File: src/rtl/regfile_pkg.sv
// Shared types and constants for the register-file write arbiter and its aux queue.
package regfile_pkg;

  localparam int REG_ADDR_W = 5;
  localparam int DATA_W     = 64;
  localparam int CNT_W      = 4;

  localparam logic [REG_ADDR_W-1:0] ZERO_REG = 5'd31;

  typedef struct packed {
    logic [REG_ADDR_W-1:0] addr;
    logic [DATA_W-1:0]     data;
  } wr_req_t;

  typedef enum logic [1:0] {
    IDLE   = 2'd0,
    QUEUED = 2'd1,
    FORCE  = 2'd2
  } arb_state_t;

  // X31 is hardwired zero: writes to it are dropped and it never raises a hazard.
  function automatic logic is_zero_reg(input logic [REG_ADDR_W-1:0] addr);
    return addr == ZERO_REG;
  endfunction

endpackage

File: src/rtl/warb_fifo.sv
// In-order circular queue of pending aux writes with a per-entry address-match vector.
// Optional youngest-match bypass read when WARB_BYPASS_EN is defined.
module warb_fifo
  import regfile_pkg::*;
#(
  parameter int DEPTH = 4
) (
  input  logic                  clk,
  input  logic                  reset,
  input  logic                  push,
  input  wr_req_t               push_req,
  input  logic                  pop,
  input  logic [REG_ADDR_W-1:0] chk_addr,
  output wr_req_t               head,
  output logic [CNT_W-1:0]      count,
  output logic [DEPTH-1:0]      match_vec
`ifdef WARB_BYPASS_EN
  ,
  output logic                  byp_valid,
  output logic [DATA_W-1:0]     byp_data
`endif
);

  localparam int PW = $clog2(DEPTH);
  localparam logic [CNT_W-1:0] DEPTH_C = CNT_W'(DEPTH);

  wr_req_t          mem_r [DEPTH];
  logic [PW-1:0]    wr_ptr_r;
  logic [PW-1:0]    rd_ptr_r;
  logic [CNT_W-1:0] count_r;
  logic             push_ok_s;
  logic             pop_ok_s;
  logic [PW-1:0]    offset_s;

  assign pop_ok_s  = pop && (count_r != 4'd0);
  assign push_ok_s = push && (count_r < DEPTH_C);
  assign head      = mem_r[rd_ptr_r];
  assign count     = count_r;

  // Pointer and occupancy bookkeeping; simultaneous push and pop keeps count.
  always_ff @(posedge clk) begin
    if (reset) begin
      wr_ptr_r <= '0;
      rd_ptr_r <= '0;
      count_r  <= 4'd0;
    end else begin
      if (push_ok_s) wr_ptr_r <= wr_ptr_r + PW'(1);
      if (pop_ok_s)  rd_ptr_r <= rd_ptr_r + PW'(1);
      case ({push_ok_s, pop_ok_s})
        2'b10:   count_r <= count_r + 4'd1;
        2'b01:   count_r <= count_r - 4'd1;
        default: count_r <= count_r;
      endcase
    end
  end

  // Entry storage; contents are don't-care until written.
  always_ff @(posedge clk) begin
    if (push_ok_s) mem_r[wr_ptr_r] <= push_req;
  end

  // An entry is live when its distance from the read pointer is below the occupancy.
  always_comb begin
    match_vec = '0;
    offset_s  = '0;
    for (int j = 0; j < DEPTH; j++) begin
      offset_s = PW'(j) - rd_ptr_r;
      if ((CNT_W'(offset_s) < count_r) && (mem_r[j].addr == chk_addr) && !is_zero_reg(chk_addr)) begin
        match_vec[j] = 1'b1;
      end else begin
        match_vec[j] = 1'b0;
      end
    end
  end

`ifdef WARB_BYPASS_EN
  logic [PW-1:0] idx_s;

  // Walk oldest to youngest so the last live match (the youngest) wins.
  always_comb begin
    byp_valid = 1'b0;
    byp_data  = '0;
    idx_s     = '0;
    for (int i = 0; i < DEPTH; i++) begin
      idx_s = rd_ptr_r + PW'(i);
      if (match_vec[idx_s]) begin
        byp_valid = 1'b1;
        byp_data  = mem_r[idx_s].data;
      end else begin
        byp_valid = byp_valid;
      end
    end
  end
`endif

endmodule

File: src/rtl/regfile_write_arbiter.sv
// Arbitrates the single register-file write port between pipeline writeback and a queued aux unit.
// Define WARB_BYPASS_EN to add the byp_valid/byp_data youngest-match forwarding outputs.
module regfile_write_arbiter
  import regfile_pkg::*;
#(
  parameter int DEPTH      = 4,
  parameter int STARVE_LIM = 8
) (
  input  logic                  clk,
  input  logic                  reset,
  input  logic                  wb_en,
  input  logic [REG_ADDR_W-1:0] wb_addr,
  input  logic [DATA_W-1:0]     wb_data,
  input  logic                  aux_valid,
  input  logic [REG_ADDR_W-1:0] aux_addr,
  input  logic [DATA_W-1:0]     aux_data,
  output logic                  aux_ready,
  output logic                  rf_wr_en,
  output logic [REG_ADDR_W-1:0] rf_wr_addr,
  output logic [DATA_W-1:0]     rf_wr_data,
  input  logic [REG_ADDR_W-1:0] chk_addr,
  output logic                  chk_pending,
  output logic                  stall_req,
  output logic [CNT_W-1:0]      fifo_count
`ifdef WARB_BYPASS_EN
  ,
  output logic                  byp_valid,
  output logic [DATA_W-1:0]     byp_data
`endif
);

  localparam int SW = $clog2(STARVE_LIM + 1);
  localparam logic [CNT_W-1:0] DEPTH_C  = CNT_W'(DEPTH);
  localparam logic [SW-1:0]    LIM_C    = SW'(STARVE_LIM);
  localparam logic [SW-1:0]    LIM_M1_C = SW'(STARVE_LIM - 1);

  arb_state_t            state_r;
  arb_state_t            state_nxt_s;
  logic [SW-1:0]         starve_cnt_r;
  wr_req_t               head_s;
  wr_req_t               push_req_s;
  wr_req_t               grant_req_s;
  logic                  grant_en_s;
  logic                  push_s;
  logic                  pop_s;
  logic                  wb_ok_s;
  logic                  force_s;
  logic [CNT_W-1:0]      count_s;
  logic [DEPTH-1:0]      match_vec_s;
  logic                  rf_wr_en_r;
  logic [REG_ADDR_W-1:0] rf_wr_addr_r;
  logic [DATA_W-1:0]     rf_wr_data_r;

  assign aux_ready   = (count_s < DEPTH_C) && !reset;
  assign push_s      = aux_valid && aux_ready && !is_zero_reg(aux_addr);
  assign push_req_s  = '{addr: aux_addr, data: aux_data};
  assign wb_ok_s     = wb_en && !is_zero_reg(wb_addr);
  assign fifo_count  = count_s;
  assign chk_pending = |match_vec_s;
  assign rf_wr_en    = rf_wr_en_r;
  assign rf_wr_addr  = rf_wr_addr_r;
  assign rf_wr_data  = rf_wr_data_r;

  warb_fifo #(.DEPTH(DEPTH)) u_fifo (
    .clk       (clk),
    .reset     (reset),
    .push      (push_s),
    .push_req  (push_req_s),
    .pop       (pop_s),
    .chk_addr  (chk_addr),
    .head      (head_s),
    .count     (count_s),
    .match_vec (match_vec_s)
`ifdef WARB_BYPASS_EN
    ,
    .byp_valid (byp_valid),
    .byp_data  (byp_data)
`endif
  );

  // FSM state register.
  always_ff @(posedge clk) begin
    if (reset) state_r <= IDLE;
    else       state_r <= state_nxt_s;
  end

  // FSM next-state: a starving head escalates to FORCE for a single cycle.
  always_comb begin
    state_nxt_s = state_r;
    case (state_r)
      IDLE: begin
        if (push_s) state_nxt_s = QUEUED;
        else        state_nxt_s = IDLE;
      end
      QUEUED: begin
        if (pop_s && (count_s == 4'd1) && !push_s)    state_nxt_s = IDLE;
        else if (!pop_s && (starve_cnt_r == LIM_M1_C)) state_nxt_s = FORCE;
        else                                           state_nxt_s = QUEUED;
      end
      FORCE: begin
        if ((count_s == 4'd1) && !push_s) state_nxt_s = IDLE;
        else                              state_nxt_s = QUEUED;
      end
      default: state_nxt_s = IDLE;
    endcase
  end

  // FSM outputs.
  always_comb begin
    force_s   = (state_r == FORCE);
    stall_req = force_s;
  end

  // Port grant: forced head, then writeback, then queued head.
  always_comb begin
    pop_s       = 1'b0;
    grant_en_s  = 1'b0;
    grant_req_s = '0;
    if (force_s && (count_s != 4'd0)) begin
      pop_s       = 1'b1;
      grant_en_s  = 1'b1;
      grant_req_s = head_s;
    end else if (!force_s && wb_ok_s) begin
      grant_en_s  = 1'b1;
      grant_req_s = '{addr: wb_addr, data: wb_data};
    end else if (count_s != 4'd0) begin
      pop_s       = 1'b1;
      grant_en_s  = 1'b1;
      grant_req_s = head_s;
    end else begin
      pop_s = 1'b0;
    end
  end

  // Head wait counter: counts unserved QUEUED cycles, cleared by any pop.
  always_ff @(posedge clk) begin
    if (reset) begin
      starve_cnt_r <= '0;
    end else if (pop_s) begin
      starve_cnt_r <= '0;
    end else if ((state_r == QUEUED) && (starve_cnt_r != LIM_C)) begin
      starve_cnt_r <= starve_cnt_r + SW'(1);
    end
  end

  // Registered write port; a reset edge cancels whatever was granted that cycle.
  always_ff @(posedge clk) begin
    if (reset) begin
      rf_wr_en_r   <= 1'b0;
      rf_wr_addr_r <= '0;
      rf_wr_data_r <= '0;
    end else begin
      rf_wr_en_r   <= grant_en_s;
      rf_wr_addr_r <= grant_req_s.addr;
      rf_wr_data_r <= grant_req_s.data;
    end
  end

endmodule

File: config.mk
export PLATFORM = sky130hd
export DESIGN_NAME = regfile_write_arbiter
export DESIGN_NICKNAME = d
export VERILOG_FILES = /design/src/rtl/regfile_pkg.sv /design/src/rtl/warb_fifo.sv /design/src/rtl/regfile_write_arbiter.sv
export SDC_FILE = /design/constraint.sdc
export NUM_CORES = 1
export LEC_CHECK = 0
export CAP_MARGIN = 20
export CORE_AREA = 8 8 169 171
export DETAILED_ROUTE_END_ITERATION = 8
export DIE_AREA = 0 0 177 179
export PLACE_DENSITY = 0.79
export SETUP_SLACK_MARGIN = 0.4
export SYNTH_ARGS = -nofsm -noshare
export SYNTH_HDL_FRONTEND = slang
export SYNTH_SLANG_ARGS = --single-unit
File: constraint.sdc
create_clock -name clk -period 4 [get_ports clk]
set_input_delay 0.8 -clock clk [delete_from_list [all_inputs] [get_ports clk]]
set_output_delay 0.8 -clock clk [all_outputs]
set_load 0.01 [all_outputs]
* Word level (Yosys, flattened, before mapping)
Memory sizes are Yosys's and may differ from the RTL's. A register that Yosys moved wholly into a read port is not among the register bits.
Index checks and enable logic that the tools add are counted.
** Storage, ports and cells
- Input port bits :: 147
- Memory bits (writable) :: 276
- Word-level logic and storage cells :: 92
- Memories :: 1
- Bits in registers :: 84
** Operators by class
- Reduce and logical (&&, ||, !) cells :: 33
- Order comparisons :: 5
- Equality and inequality tests :: 14
- Mux-type cells :: 22
- $add $sub $neg :: 9
** Memories
- u_fifo.mem_r :: words 4, width 69, read ports 5, clocked after Yosys merged registers in 1, write ports 1, line warb_fifo.sv:27 : wr_req_t mem_r [DEPTH];
** Operators by type and width (count)
- $mux W69 :: 3
- $logic_and A1 B1 Y1 :: 21
- $eq A5 B5 Y1 :: 4
- $lt A2 B4 Y1 :: 4
- $eq A5 B5 Y1 const B :: 3
- $mux W1 :: 13
- $add A4 B1 Y4 const B :: 2
- $mux W2 :: 4
- $pmux W4 S2 :: 1
- $logic_not A1 Y1 :: 7
- $pmux W2 S3 :: 1
- $add A2 B1 Y2 const B :: 2
- $eq A2 B1 Y1 const B :: 2
- $eq A2 B2 Y1 const B :: 2
- $eq A4 B1 Y1 const B :: 1
- $eq A4 B3 Y1 const B :: 1
- $lt A4 B3 Y1 const B :: 1
- $ne A4 B4 Y1 const B :: 1
- $reduce_bool A4 Y1 :: 1
- $reduce_or A4 Y1 :: 1
- $sub A1 B2 Y2 const A :: 2
- $sub A2 B2 Y2 const A :: 2
- $sub A4 B1 Y4 const B :: 1
- $logic_not A2 Y1 :: 1
- other kinds (2) :: 2

* Logic depth before layout (Yosys ltp)
- Depth in word-level cells :: 11
- Depth in mapped cells :: 9

* Modules after synthesis
From an unflattened synthesis, not the netlist that was laid out.
** Unflattened totals
- Cell total of the unflattened synthesis :: 840
- Area total of the unflattened synthesis :: 13964.6 um^2
** Modules (own cells, without submodules)
- warb_fifo :: seq. area each 8488.1 um^2, cells each 476, times used 1, area an instance 10899.2 um^2
- regfile_write_arbiter :: seq. area each 1521.5 um^2, cells each 364, times used 1, area an instance 3065.4 um^2

* Worst setup path before layout
Ideal clock, no wire load.
- Path type :: input-to-reg
- Start point :: input reset
- End point :: memory u_fifo.mem_r[1][0] (netlist bit), enable pin
- Buffers on the path :: 0
- Cell stages on the path :: 4
- Arrival :: 2.970 ns
- Setup slack :: 0.596 ns
- Required time :: 3.565 ns
- Path through :: inv_1 > o211ai_1 > nor2_1 > and2_1
** On the way
- Longest elaborated chain between the ends :: 7
** RTL lines
- start, declared :: line regfile_write_arbiter.sv:10 : input logic reset,
- $logic_not A1 Y1 :: line regfile_write_arbiter.sv:54 : assign aux_ready = (count_s < DEPTH_C) && !reset;
- $logic_and A1 B1 Y1 :: line regfile_write_arbiter.sv:54
- $logic_and A1 B1 Y1 (2 in series) :: line regfile_write_arbiter.sv:55 : assign push_s = aux_valid && aux_ready && !is_zero_reg(aux_addr);
- $logic_and A1 B1 Y1 :: line warb_fifo.sv:36 : assign push_ok_s = push && (count_r < DEPTH_C);
- $mux W1 :: line warb_fifo.sv:59 : if (push_ok_s) mem_r[wr_ptr_r] <= push_req;
- $mux W1 (implied by the code) :: line warb_fifo.sv:59
- end, declared :: line warb_fifo.sv:27
No other way between the ends.

* Worst setup path in the final report
- Start point :: input chk_addr[4]
- End point :: output chk_pending
** On the way
- Longest elaborated chain between the ends :: 5
- Elaborated cells between the ends (all ways) :: 19
** RTL lines
- start, declared :: line regfile_write_arbiter.sv:21 : input logic [REG_ADDR_W-1:0] chk_addr,
- $eq A5 B5 Y1 (on tied branches) :: line warb_fifo.sv:68, regfile_pkg.sv:23
- $logic_and A1 B1 Y1 / $logic_not A1 Y1 (equally long branches) :: line warb_fifo.sv:68 : if ((CNT_W'(offset_s) < count_r) && (mem_r[j].addr == chk_addr) && !is_zero_reg(chk_addr)) begin
- $logic_and A1 B1 Y1 :: line warb_fifo.sv:68
- $mux W1 :: line warb_fifo.sv:68
- $reduce_or A4 Y1 (*) :: line regfile_write_arbiter.sv:59 : assign chk_pending = |match_vec_s;
- end, declared :: line regfile_write_arbiter.sv:22 : output logic chk_pending,
Mark *: on every way between the ends. The rest lies on a longest branch, timed or not.

==> impl_metrics.ini <==
[clock_tree]
cts_tree = built
root_buffer = clkbuf_16
clk_path_buf_depth = 3
clk_latency_ns = 0.51
clock_sinks = 362
numCtsBuffers = 38
clk_pin_slew_ns = 0.06
cts.htree.levels = 2
hold_buffers = 0

[detailed_routing]
avgRoutedWirePerCell_um = 22.3
drc = 0
drt_first_pass_iters = 4
vias = 7448
antenna_left = 0
routed_wl_mm = 30.1
routed_via_density = 5.53
drt_iter0_drc = 427

[die]
num_rows = 59
core-area_sq_um = 25800
die_width_um = 177
start_util_pct = 52.3
design.die.area_sq_um = 31700
die_h_um = 179
io_pins = 224

[synthesis]
synthTopCellsByArea = edfxtp_1 (61%), dfxtp_1 (13%), mux4_2 (12%)
synth.distinct_cells = 38
synthCells = 748
yosys_warnings = 0
synth-seq-cells = 362
synth_top_area_share_pct = 61.5
synth-compound-area-share_pct = 5.05
synth-adder-area-share_pct = 1.30
yosysTopAreaCell = edfxtp_1
yosysMostFrequentCell = edfxtp_1
synth.mux.area_fraction_pct = 11.8
yosys_most_used_dff = edfxtp_1
synth_xor_area_share_pct = 1.95
syn_nets = 909
synth-edff-count = 276
async_reset_ff_share_pct = 0
synthSimpleGateAreaFrac_pct = 3.82
syn_area_sq_um = 13500
seq_area_frac_synth_pct = 74.3
synth_top_family_by_area = multiplexers
yosys-top-cells-count = edfxtp_1 (276), dfxtp_1 (86), nor2_1 (83)
synth.avg_cell_area_sq_um = 18.0

[sta]
hold_violations = 0
clock.fmax_ghz = 0.286
finalSetupViolCount = 0
rsz0062_at_grt = false
slew_headroom_pct = 41.2
whs_ns = 0.562
finClkSkew_ns = 0.0126
min_period_ns = 3.50
min_period_over_period_pct = 87.5
setup_tns_ns = 0
worst_slew_pin_slew_ns = 0.882
slew_violations = 0

[pwr]
p_int_mw = 7.60
seqPwrFrac_pct = 44.2
p_leak_nw = 5.84
pwr_density_cell_nw_per_um2 = 584
power_frac_comb_pct = 21.5
peakVddDrop_mv = 0.502
p_sw_mw = 2.58
clockPowerShare_pct = 34.3
swShare_pct = 25.3

[global_routing]
grt_pass1_vias = 8020
track_usage_pct = 19.0
grt_overflow = 0
grt_max_degree = 71
grt_pass1_wl_mm = 46.1
antenna_found_initial = 1

[critical_path]
cp_cell_sequence = clkdlybuf4s50_1 -> xor2_1 -> o41ai_1 -> o22a_1 -> clkdlybuf4s50_1
end_kind = output pin
crit_buf_inv = 2
path_class = input port to output pin
slowest_delay_ns = 0.56
cp_max_fo = 5
crit_top_cell = clkdlybuf4s50_1
crit_path_start_kind = input port
cp_slowest_cell = clkdlybuf4s50_1
crit_family = buffers and inverters
worstPathRequired_ns = 3.20
worstPathArrival_ns = 2.70

[finish]
finalNetCount = 1143
final_core_util_pct = 67.6
syn_to_final_growth_pct = 29.2
drive_gt1_share_pct = 15.7

[placed_design]
io_buffer_count = 223
gp_congestion = 0.817
dpl.hpwl_mm = 19.1

[worst_hold_path]
hold_path_class = register to register

[outcome]
status = complete, no violations

[job]
drv_cap = 0
==> stage by stage <==
stage / instances / cell area [sq um] / total power [mW] / setup WS (ns)
final: 1347 / 17400 / 10.2 / 0.498
after global routing: 1347 / 17400 / 10.6 / 0.403
after CTS: 1346 / 17400 / 10.3 / 0.416
after detailed placement: 1277 / 16100 / 6.79 / 0.458
after global placement: 1277 / 16100 / 6.75 / 0.483
after floorplan: 748 / 13500 / 5.94 / 0.596
==> flip-flops by register name, indices dropped and copies added (netlist names), named ones only <==
name,count
rf_wr_data,64
rf_wr_addr,5
u_fifo.count,4
rf_wr_en,1
state_r,2
u_fifo.wr_ptr_r,2
starve_cnt_r,4
u_fifo.rd_ptr_r,2
u_fifo.mem_r,276
==> metal layers <==
metal | up-vias | global-route usage [%] | wire (um) | part of all wire (%)
met1 | 3777 | 23.6 | 12100 | 40
met3 | 44 | 3.73 | 1660 | 5.5
li1 | 3404 | - | - | -
met4 | 0 | 5.71 | 669 | 2.2
met5 | - | 0 | 0 | 0
met2 | 223 | 33.2 | 15600 | 52
==> final cells by class <==
class	instances	area (sq um)
Clock inverter	19	174
Antenna cell	1	2.50
Inverter	13	48.8
Clock buffer	50	1090
Sequential cell	362	10000
Multi-Input combinational cell	328	3240
Tap cell	335	419
Timing Repair Buffer	239	2420
Fill cell	1689	8350
==> repair_timing <==
| action | in CTS | in global routing |
|---|---|---|
| buffers inserted | 0 | 0 |
| setup endpoints to repair | 0 | 1 |
| resized for setup | 0 | 7 |
==> power groups by stage <==
stage,Clock [mW],Sequential (mW),Combinational (mW)
6_report,3.49,4.50,2.19
5_1_grt,3.71,4.52,2.38
4_1_cts,3.56,4.50,2.23
3_5_place_dp,0,4.57,2.22
3_3_place_gp,0,4.56,2.19
2_1_floorplan,0,4.59,1.34
==> kinds of logic after synthesis <==
family                     after synthesis
and+or+nand+nor                        118
muxes                                   73
adders and majority gates               14
AOI/OAI and AO/OA                       93
DFF                                    362
buffers and inverters                   58
xor gates and xnor gates                30
==> layout by cell type (no fill, tap or decap), types with 9 or more instances in the layout <==
master,count
xnor2_1,17
dfxtp_1,82
edfxtp_1,276
nor2_1,83
xor2_1,13
inv_1,12
clkinv_2,9
clkbuf_16,40
buf_4,12
ha_1,14
mux4_2,69
a22oi_1,69
clkdlybuf4s50_1,219
==> worst register-to-register path: cells and delay by family, from the launching register on <==
kind	cells	cell delay, ns
buffers and inverters	1	0.32
DFF	1	0.36
and+or+nand+nor	3	1.30
==> final timing paths <==
kind,from,endpoint,slack (ns),cells after the start
max,chk_addr[4],chk_pending,0.50,5
min,u_fifo.count[3]$_SDFFE_PP0P_,u_fifo.count[3]$_SDFFE_PP0P_,0.56,2
max reg2reg,u_fifo.count[2]$_SDFFE_PP0P_,u_fifo.mem_r[3][42]$_DFFE_PP_,1.71,4
min reg2reg,u_fifo.count[3]$_SDFFE_PP0P_,u_fifo.count[3]$_SDFFE_PP0P_,0.56,2
No activity file was read; power rests on OpenSTA's default activity.
